[src/rtl/tri_pkg.sv]
// Shared types and fixed-point constants for the triangle cosine engine.
package tri_pkg;
    localparam int LEN_W = 8;
    localparam int COS_W = 16;
    localparam int FRAC  = 13;
    localparam int QW    = FRAC + 1;
    localparam int NUM_W = 18;
    localparam int DEN_W = 17;
    localparam int DVD_W = 31;

    typedef enum logic [1:0] {
        TRI_ACUTE  = 2'b00,
        TRI_RIGHT  = 2'b01,
        TRI_OBTUSE = 2'b10
    } tri_t;

    typedef enum logic [2:0] {
        IDLE,
        LOAD,
        PREP,
        DIV,
        OUT
    } state_t;
endpackage

[src/rtl/seq_divider.sv]
// Unsigned restoring divider producing one quotient bit per cycle; the first
// bit is resolved on the start edge so done follows QW edges after start.
module seq_divider
    import tri_pkg::*;
(
    input  logic             clk,
    input  logic             rst,
    input  logic             start,
    input  logic [DVD_W-1:0] dividend,
    input  logic [DEN_W-1:0] divisor,
    output logic             done,
    output logic [QW-1:0]    quotient
);
    localparam int CNT_W = $clog2(QW);

    logic [DEN_W-1:0] rem_q, rem_d;
    logic [DEN_W-1:0] den_q, den_d;
    logic [QW-1:0]    sh_q, sh_d;
    logic [CNT_W-1:0] cnt_q, cnt_d;
    logic             busy_q, busy_d;
    logic             done_q, done_d;

    logic [DEN_W-1:0] rem_in;
    logic [DEN_W-1:0] den_in;
    logic             bit_in;
    logic [DEN_W:0]   step_r;

    // Returns {quotient_bit, new_remainder}; remainder stays below the divisor.
    function automatic logic [DEN_W:0] div_step(input logic [DEN_W-1:0] rem,
                                                input logic             nxt,
                                                input logic [DEN_W-1:0] den);
        logic [DEN_W:0] trial;
        trial = {rem, nxt};
        if (trial >= {1'b0, den})
            return {1'b1, DEN_W'(trial - {1'b0, den})};
        else
            return {1'b0, trial[DEN_W-1:0]};
    endfunction

    always_comb begin
        rem_in = start ? dividend[DVD_W-1:QW] : rem_q;
        bit_in = start ? dividend[QW-1]       : sh_q[QW-1];
        den_in = start ? divisor              : den_q;
        step_r = div_step(rem_in, bit_in, den_in);

        rem_d  = rem_q;
        den_d  = den_q;
        sh_d   = sh_q;
        cnt_d  = cnt_q;
        busy_d = busy_q;
        done_d = 1'b0;
        if (start) begin
            rem_d  = step_r[DEN_W-1:0];
            den_d  = divisor;
            sh_d   = {dividend[QW-2:0], step_r[DEN_W]};
            cnt_d  = CNT_W'(QW - 1);
            busy_d = 1'b1;
        end else if (busy_q) begin
            rem_d = step_r[DEN_W-1:0];
            sh_d  = {sh_q[QW-2:0], step_r[DEN_W]};
            cnt_d = cnt_q - CNT_W'(1);
            if (cnt_q == CNT_W'(1)) begin
                busy_d = 1'b0;
                done_d = 1'b1;
            end
        end
    end

    always_ff @(posedge clk or posedge rst) begin
        if (rst) begin
            rem_q  <= '0;
            den_q  <= '0;
            sh_q   <= '0;
            cnt_q  <= '0;
            busy_q <= 1'b0;
            done_q <= 1'b0;
        end else begin
            rem_q  <= rem_d;
            den_q  <= den_d;
            sh_q   <= sh_d;
            cnt_q  <= cnt_d;
            busy_q <= busy_d;
            done_q <= done_d;
        end
    end

    assign done     = done_q;
    assign quotient = sh_q;
endmodule

[src/rtl/tri_cos_engine.sv]
// Law-of-cosines engine: takes three serial side lengths, emits three signed
// Q2.13 cosines and the acute/right/obtuse class on the first output beat.
module tri_cos_engine
    import tri_pkg::*;
(
    input  logic                    clk,
    input  logic                    rst,
    input  logic                    in_valid,
    input  logic [LEN_W-1:0]        in_length,
    output logic                    out_valid,
    output logic signed [COS_W-1:0] out_cos,
    output logic [1:0]              out_tri
);
    state_t                  state_q, state_d;
    logic [1:0]              idx_q, idx_d;
    logic [LEN_W-1:0]        len_q [3];
    logic [LEN_W-1:0]        len_d [3];
    logic signed [NUM_W-1:0] num_q [3];
    logic signed [NUM_W-1:0] num_d [3];
    logic [DEN_W-1:0]        den_q [3];
    logic [DEN_W-1:0]        den_d [3];
    logic signed [COS_W-1:0] cos_q [3];
    logic signed [COS_W-1:0] cos_d [3];
    tri_t                    cls_q, cls_d;
    logic                    kick_q, kick_d;
    logic                    out_valid_q, out_valid_d;
    logic signed [COS_W-1:0] out_cos_q, out_cos_d;
    tri_t                    out_tri_q, out_tri_d;

    logic                    div_start;
    logic                    div_done;
    logic [QW-1:0]           div_quot;
    logic [1:0]              div_sel;
    logic [DVD_W-1:0]        div_dividend;

    // opp is the side facing the angle; N = adj1^2 + adj2^2 - opp^2
    function automatic logic signed [NUM_W-1:0] law_num(input logic [LEN_W-1:0] opp,
                                                       input logic [LEN_W-1:0] adj1,
                                                       input logic [LEN_W-1:0] adj2);
        logic [NUM_W-1:0] o, x, y;
        o = NUM_W'(opp);
        x = NUM_W'(adj1);
        y = NUM_W'(adj2);
        return signed'(x * x + y * y - o * o);
    endfunction

    function automatic logic [DEN_W-1:0] law_den(input logic [LEN_W-1:0] adj1,
                                                 input logic [LEN_W-1:0] adj2);
        logic [DEN_W-1:0] x, y;
        x = DEN_W'(adj1);
        y = DEN_W'(adj2);
        return (x * y) << 1;
    endfunction

    function automatic logic [DEN_W-1:0] mag(input logic signed [NUM_W-1:0] n);
        return DEN_W'((n < 0) ? -n : n);
    endfunction

    // Negating the floored magnitude truncates toward zero.
    function automatic logic signed [COS_W-1:0] apply_sign(input logic [QW-1:0] q,
                                                           input logic         neg);
        logic signed [COS_W-1:0] m;
        m = signed'(COS_W'(q));
        return neg ? -m : m;
    endfunction

    always_comb begin
        div_sel = (state_q == DIV && div_done && idx_q != 2'd2) ? idx_q + 2'd1 : 2'd0;
        div_dividend = {1'b0, mag(num_q[div_sel]), {FRAC{1'b0}}};
        div_start = kick_q | (state_q == DIV && div_done && idx_q != 2'd2);
    end

    seq_divider u_div (
        .clk      (clk),
        .rst      (rst),
        .start    (div_start),
        .dividend (div_dividend),
        .divisor  (den_q[div_sel]),
        .done     (div_done),
        .quotient (div_quot)
    );

    always_comb begin
        state_d     = state_q;
        idx_d       = idx_q;
        len_d       = len_q;
        num_d       = num_q;
        den_d       = den_q;
        cos_d       = cos_q;
        cls_d       = cls_q;
        kick_d      = 1'b0;
        out_valid_d = 1'b0;
        out_cos_d   = '0;
        out_tri_d   = TRI_ACUTE;
        case (state_q)
            IDLE: begin
                if (in_valid) begin
                    len_d[0] = in_length;
                    idx_d    = 2'd1;
                    state_d  = LOAD;
                end
            end
            LOAD: begin
                if (in_valid) begin
                    len_d[idx_q] = in_length;
                    if (idx_q == 2'd2) begin
                        idx_d   = 2'd0;
                        state_d = PREP;
                    end else begin
                        idx_d = idx_q + 2'd1;
                    end
                end
            end
            PREP: begin
                num_d[0] = law_num(len_q[0], len_q[1], len_q[2]);
                num_d[1] = law_num(len_q[1], len_q[2], len_q[0]);
                num_d[2] = law_num(len_q[2], len_q[0], len_q[1]);
                den_d[0] = law_den(len_q[1], len_q[2]);
                den_d[1] = law_den(len_q[2], len_q[0]);
                den_d[2] = law_den(len_q[0], len_q[1]);
                if (num_d[0] < 0 || num_d[1] < 0 || num_d[2] < 0)
                    cls_d = TRI_OBTUSE;
                else if (num_d[0] == 0 || num_d[1] == 0 || num_d[2] == 0)
                    cls_d = TRI_RIGHT;
                else
                    cls_d = TRI_ACUTE;
                kick_d  = 1'b1;
                state_d = DIV;
            end
            DIV: begin
                if (div_done) begin
                    cos_d[idx_q] = apply_sign(div_quot, num_q[idx_q] < 0);
                    if (idx_q == 2'd2) begin
                        idx_d       = 2'd0;
                        state_d     = OUT;
                        out_valid_d = 1'b1;
                        out_cos_d   = cos_q[0];
                        out_tri_d   = cls_q;
                    end else begin
                        idx_d = idx_q + 2'd1;
                    end
                end
            end
            OUT: begin
                if (idx_q == 2'd2) begin
                    idx_d   = 2'd0;
                    state_d = IDLE;
                end else begin
                    idx_d       = idx_q + 2'd1;
                    out_valid_d = 1'b1;
                    out_cos_d   = cos_q[idx_q + 2'd1];
                end
            end
            default: state_d = IDLE;
        endcase
    end

    always_ff @(posedge clk or posedge rst) begin
        if (rst) begin
            state_q     <= IDLE;
            idx_q       <= '0;
            len_q       <= '{default: '0};
            num_q       <= '{default: '0};
            den_q       <= '{default: '0};
            cos_q       <= '{default: '0};
            cls_q       <= TRI_ACUTE;
            kick_q      <= 1'b0;
            out_valid_q <= 1'b0;
            out_cos_q   <= '0;
            out_tri_q   <= TRI_ACUTE;
        end else begin
            state_q     <= state_d;
            idx_q       <= idx_d;
            len_q       <= len_d;
            num_q       <= num_d;
            den_q       <= den_d;
            cos_q       <= cos_d;
            cls_q       <= cls_d;
            kick_q      <= kick_d;
            out_valid_q <= out_valid_d;
            out_cos_q   <= out_cos_d;
            out_tri_q   <= out_tri_d;
        end
    end

    assign out_valid = out_valid_q;
    assign out_cos   = out_cos_q;
    assign out_tri   = out_tri_q;
endmodule

[config.mk]
export PLATFORM = sky130hd
export DESIGN_NAME = tri_cos_engine
export DESIGN_NICKNAME = d
export VERILOG_FILES = /design/src/rtl/tri_pkg.sv /design/src/rtl/seq_divider.sv /design/src/rtl/tri_cos_engine.sv
export SDC_FILE = /design/constraint.sdc
export NUM_CORES = 1
export LEC_CHECK = 0
export ABC_CLOCK_PERIOD_IN_PS = 19700
export BUFFER_PORTS_ARGS = -buffer_cell sky130_fd_sc_hd__buf_4
export CAP_MARGIN = 20
export CORE_ASPECT_RATIO = 0.5
export CORE_MARGIN = 2
export CORE_UTILIZATION = 45
export DETAILED_ROUTE_END_ITERATION = 8
export PLACE_DENSITY_LB_ADDON = 0.08
export SYNTH_ARGS = -nofsm -noshare
export SYNTH_HDL_FRONTEND = slang
export SYNTH_SLANG_ARGS = --single-unit
[constraint.sdc]
create_clock -name clk -period 19.7 [get_ports clk]
set_input_delay 0.985 -clock clk [delete_from_list [all_inputs] [get_ports clk]]
set_output_delay 0.985 -clock clk [all_outputs]
set_load 0.02 [all_outputs]
==> reports/results.ini <==
[run_status]
status = finished, final reports clean

[place]
hpwlAfterDp_um = 56980
portBuffers = 29
routabilityCongestion = 0.9065

[clock_network]
cts.sinks = 254
cts_setup_buffers = 0
cts_resized = 0
cts_inserted_buffers = 27
htree_levels = 1
ctsRootBufferMaster = clkbuf_16
max-clock-path-buffers = 3
tritoncts = built
hold_buffers = 0
clk_pin_slew_ns = 0.06
clock_latency_ns = 0.60

[timing]
fin_crit_sh_pct = 43.77
max_clock_freq_mhz = 116.0
grt_setup_unrepaired = no
finalSetupTns_ns = 0
hold_viol = 0
drv_slew = 0
worst_pin_slew_ns = 1.013
relSlewSlack_pct = 32.47
setup_viol = 0
fin_skew_ns = 0.02542
period_needed_ns = 8.623

[global_routing]
grt_pass1_vias = 20420
grt_overflow = 0
grt_start_max_net_pins = 131
antenna_found_initial = 0
grt_pass1_wl_um = 117300
grt_usage_pct = 24.25

[yosys]
ys.flop_type = dfrtp_1
synth.distinct_cells = 83
yosysTopAreaCellShare_pct = 23.40
synth_seq_cells = 254
syn_area_per_cell_um2 = 8.719
synth_nets = 3631
synth_edf_count = 0
synth_seq_area_share_pct = 23.40
syn_area_mm2 = 0.02716
yosys.area.top_type = dfrtp_1
synth_area_leaders = dfrtp_1, fa_1, ha_1
yosys_warnings = 0
async_flop_share_pct = 100.0
syn_inst = 3115

[setup_path]
worstSetupStartpoint = len_q[0]
cp_slowest_stage_delay_ns = 0.81
start_kind = register
criticalPathCategory = reg -> reg
worst_ep_required_time_ns = 20.20
cp_common_cell = ha_1
rr_startpoint = len_q[0]
arrival_ns = 9.13
cp_max_fo = 20
crit_slowest_cell = dfrtp_1
critPathCaptureType = register
r2r_slack_ns = 11.08

[cells_and_area]
fillers = 5757
final_common_cell = nand2_1
final_cell_mix = nand2_1, inv_1, ha_1, dfrtp_1, fa_1
drive_above_1_share_pct = 5.388
areaGrowthSynthToFinish_pct = 7.090
nets = 3577
n_antenna_cell = 0

[detailed_routing]
post_drt_via_cell_ratio = 5.428
vias = 21130
drc = 0
drt_iter0_markers = 1490
wl_um = 74240
first_pass_iters = 5
ant_nets = 0
wl_per_cell_um = 19.07

[floorplan]
die_y_um = 177.7
initial_utilization_pct = 45.70
die_w_um = 351.4
dieArea_mm2 = 0.06246
std_cell_rows = 63
io_pins = 30
core_area_mm2 = 0.05943

[job]
maxCapViolCount = 0

[min_path]
worstHoldPathType = reg -> reg
min-delay-start = cos_q[14]

## state kept, by name, summed over array words and instances, names as in the netlist
| name | cells |
|---|---|
| cls_q | 2 |
| u_div.cnt_q | 4 |
| u_div.done | 1 |
| u_div.quotient | 14 |
| idx_q | 2 |
| len_q | 24 |
| num_q | 53 |
| u_div.busy_q | 1 |
| out_tri | 2 |
| u_div.rem_q | 17 |
| cos_q | 48 |
| out_cos | 16 |
| u_div.den_q | 17 |
| den_q | 48 |
| state_q | 3 |
| kick_q | 1 |
| out_valid | 1 |
## per-layer routing
layer,global-route usage [%],vias to the layer above,routed length [um]
li1,-,10210,-
met1,38.00,10400,38420
met2,35.62,462,30730
met3,3.469,64,4000
met4,3.811,0,1091
met5,0,-,0
## worst max-delay path, delay by kind of cell (launching register included)
| family | cells | cell delay, ns |
|---|---|---|
| adders and majority gates | 7 | 2.64 |
| DFF | 1 | 0.81 |
| xor gates and xnor gates | 2 | 0.46 |
| buffers and inverters | 3 | 0.65 |
| and+or+nand+nor | 8 | 1.68 |
| AOI/OAI and AO/OA | 12 | 2.25 |
## per-stage QoR
step | instances | worst slack (ns) | util [%] | area [um2] | hold slack [ns]
6_report | 3893 | 11.08 | 48.94 | 29090 | 0.4799
4_1_cts | 3892 | 11.18 | 48.89 | 29060 | 0.4819
3_3_place_gp | 3843 | 11.43 | 47.29 | 28110 | 0.4576
3_5_place_dp | 3843 | 11.23 | 47.29 | 28110 | 0.4658
2_1_floorplan | 3115 | 11.73 | - | 27160 | 0.4419
5_1_grt | 3893 | 10.50 | 48.94 | 29090 | 0.4947
## path summary, 6_finish.rpt
check	cells after the start	end
max	32	cls_q[0]
min	2	cos_q[14]
max reg2reg	32	cls_q[0]
min reg2reg	2	cos_q[14]
max in group asynchronous	3	len_q[14]
min in group asynchronous	2	cos_q[2]
## cell usage after synthesis, drive strengths merged, types with 6 or more instances
library cell / instances
fa: 233
clkinv: 8
o21a: 20
clkbuf: 119
or3: 17
o211ai: 24
ha: 272
nand2: 396
dfrtp: 254
a22o: 6
o41ai: 13
nand4: 14
xnor2: 101
o31a: 7
a21oi: 107
buf: 21
xor2: 65
nor4: 7
o2bb2ai: 6
a21boi: 6
nor4b: 8
mux2i: 41
o22ai: 9
nor3b: 9
and3: 12
nor2b: 33
a22oi: 33
nand2b: 25
and2: 143
o21ai: 224
nor3: 35
a31oi: 23
a211oi: 11
nor2: 179
o21bai: 20
o31ai: 18
or2: 10
a21o: 34
inv: 393
mux2: 26
nand3: 55
## logic make-up after synthesis
kind of cell | count (synthesis) | share of synthesized area (%)
compound gates | 613 | 14.42
xor+xnor | 166 | 5.353
flops | 254 | 23.40
mux | 67 | 2.589
simple gates | 969 | 16.98
buf+inv | 541 | 7.555
fa+ha+maj | 505 | 29.70
## area by class of cell
| cell class | count | area, um2 | share of cell area (%) |
|---|---|---|---|
| Inverter | 401 | 1513 | 5.201 |
| Sequential cell | 254 | 6356 | 21.85 |
| Clock inverter | 13 | 200.2 | 0.6883 |
| Tap cell | 812 | 1016 | 3.493 |
| Clock buffer | 36 | 749.5 | 2.577 |
| Multi-Input combinational cell | 2320 | 18790 | 64.60 |
| Timing Repair Buffer | 57 | 460.4 | 1.583 |
Power is not shown: default switching activity piles up to over one toggle a cycle in this logic, so the estimate is an artifact.
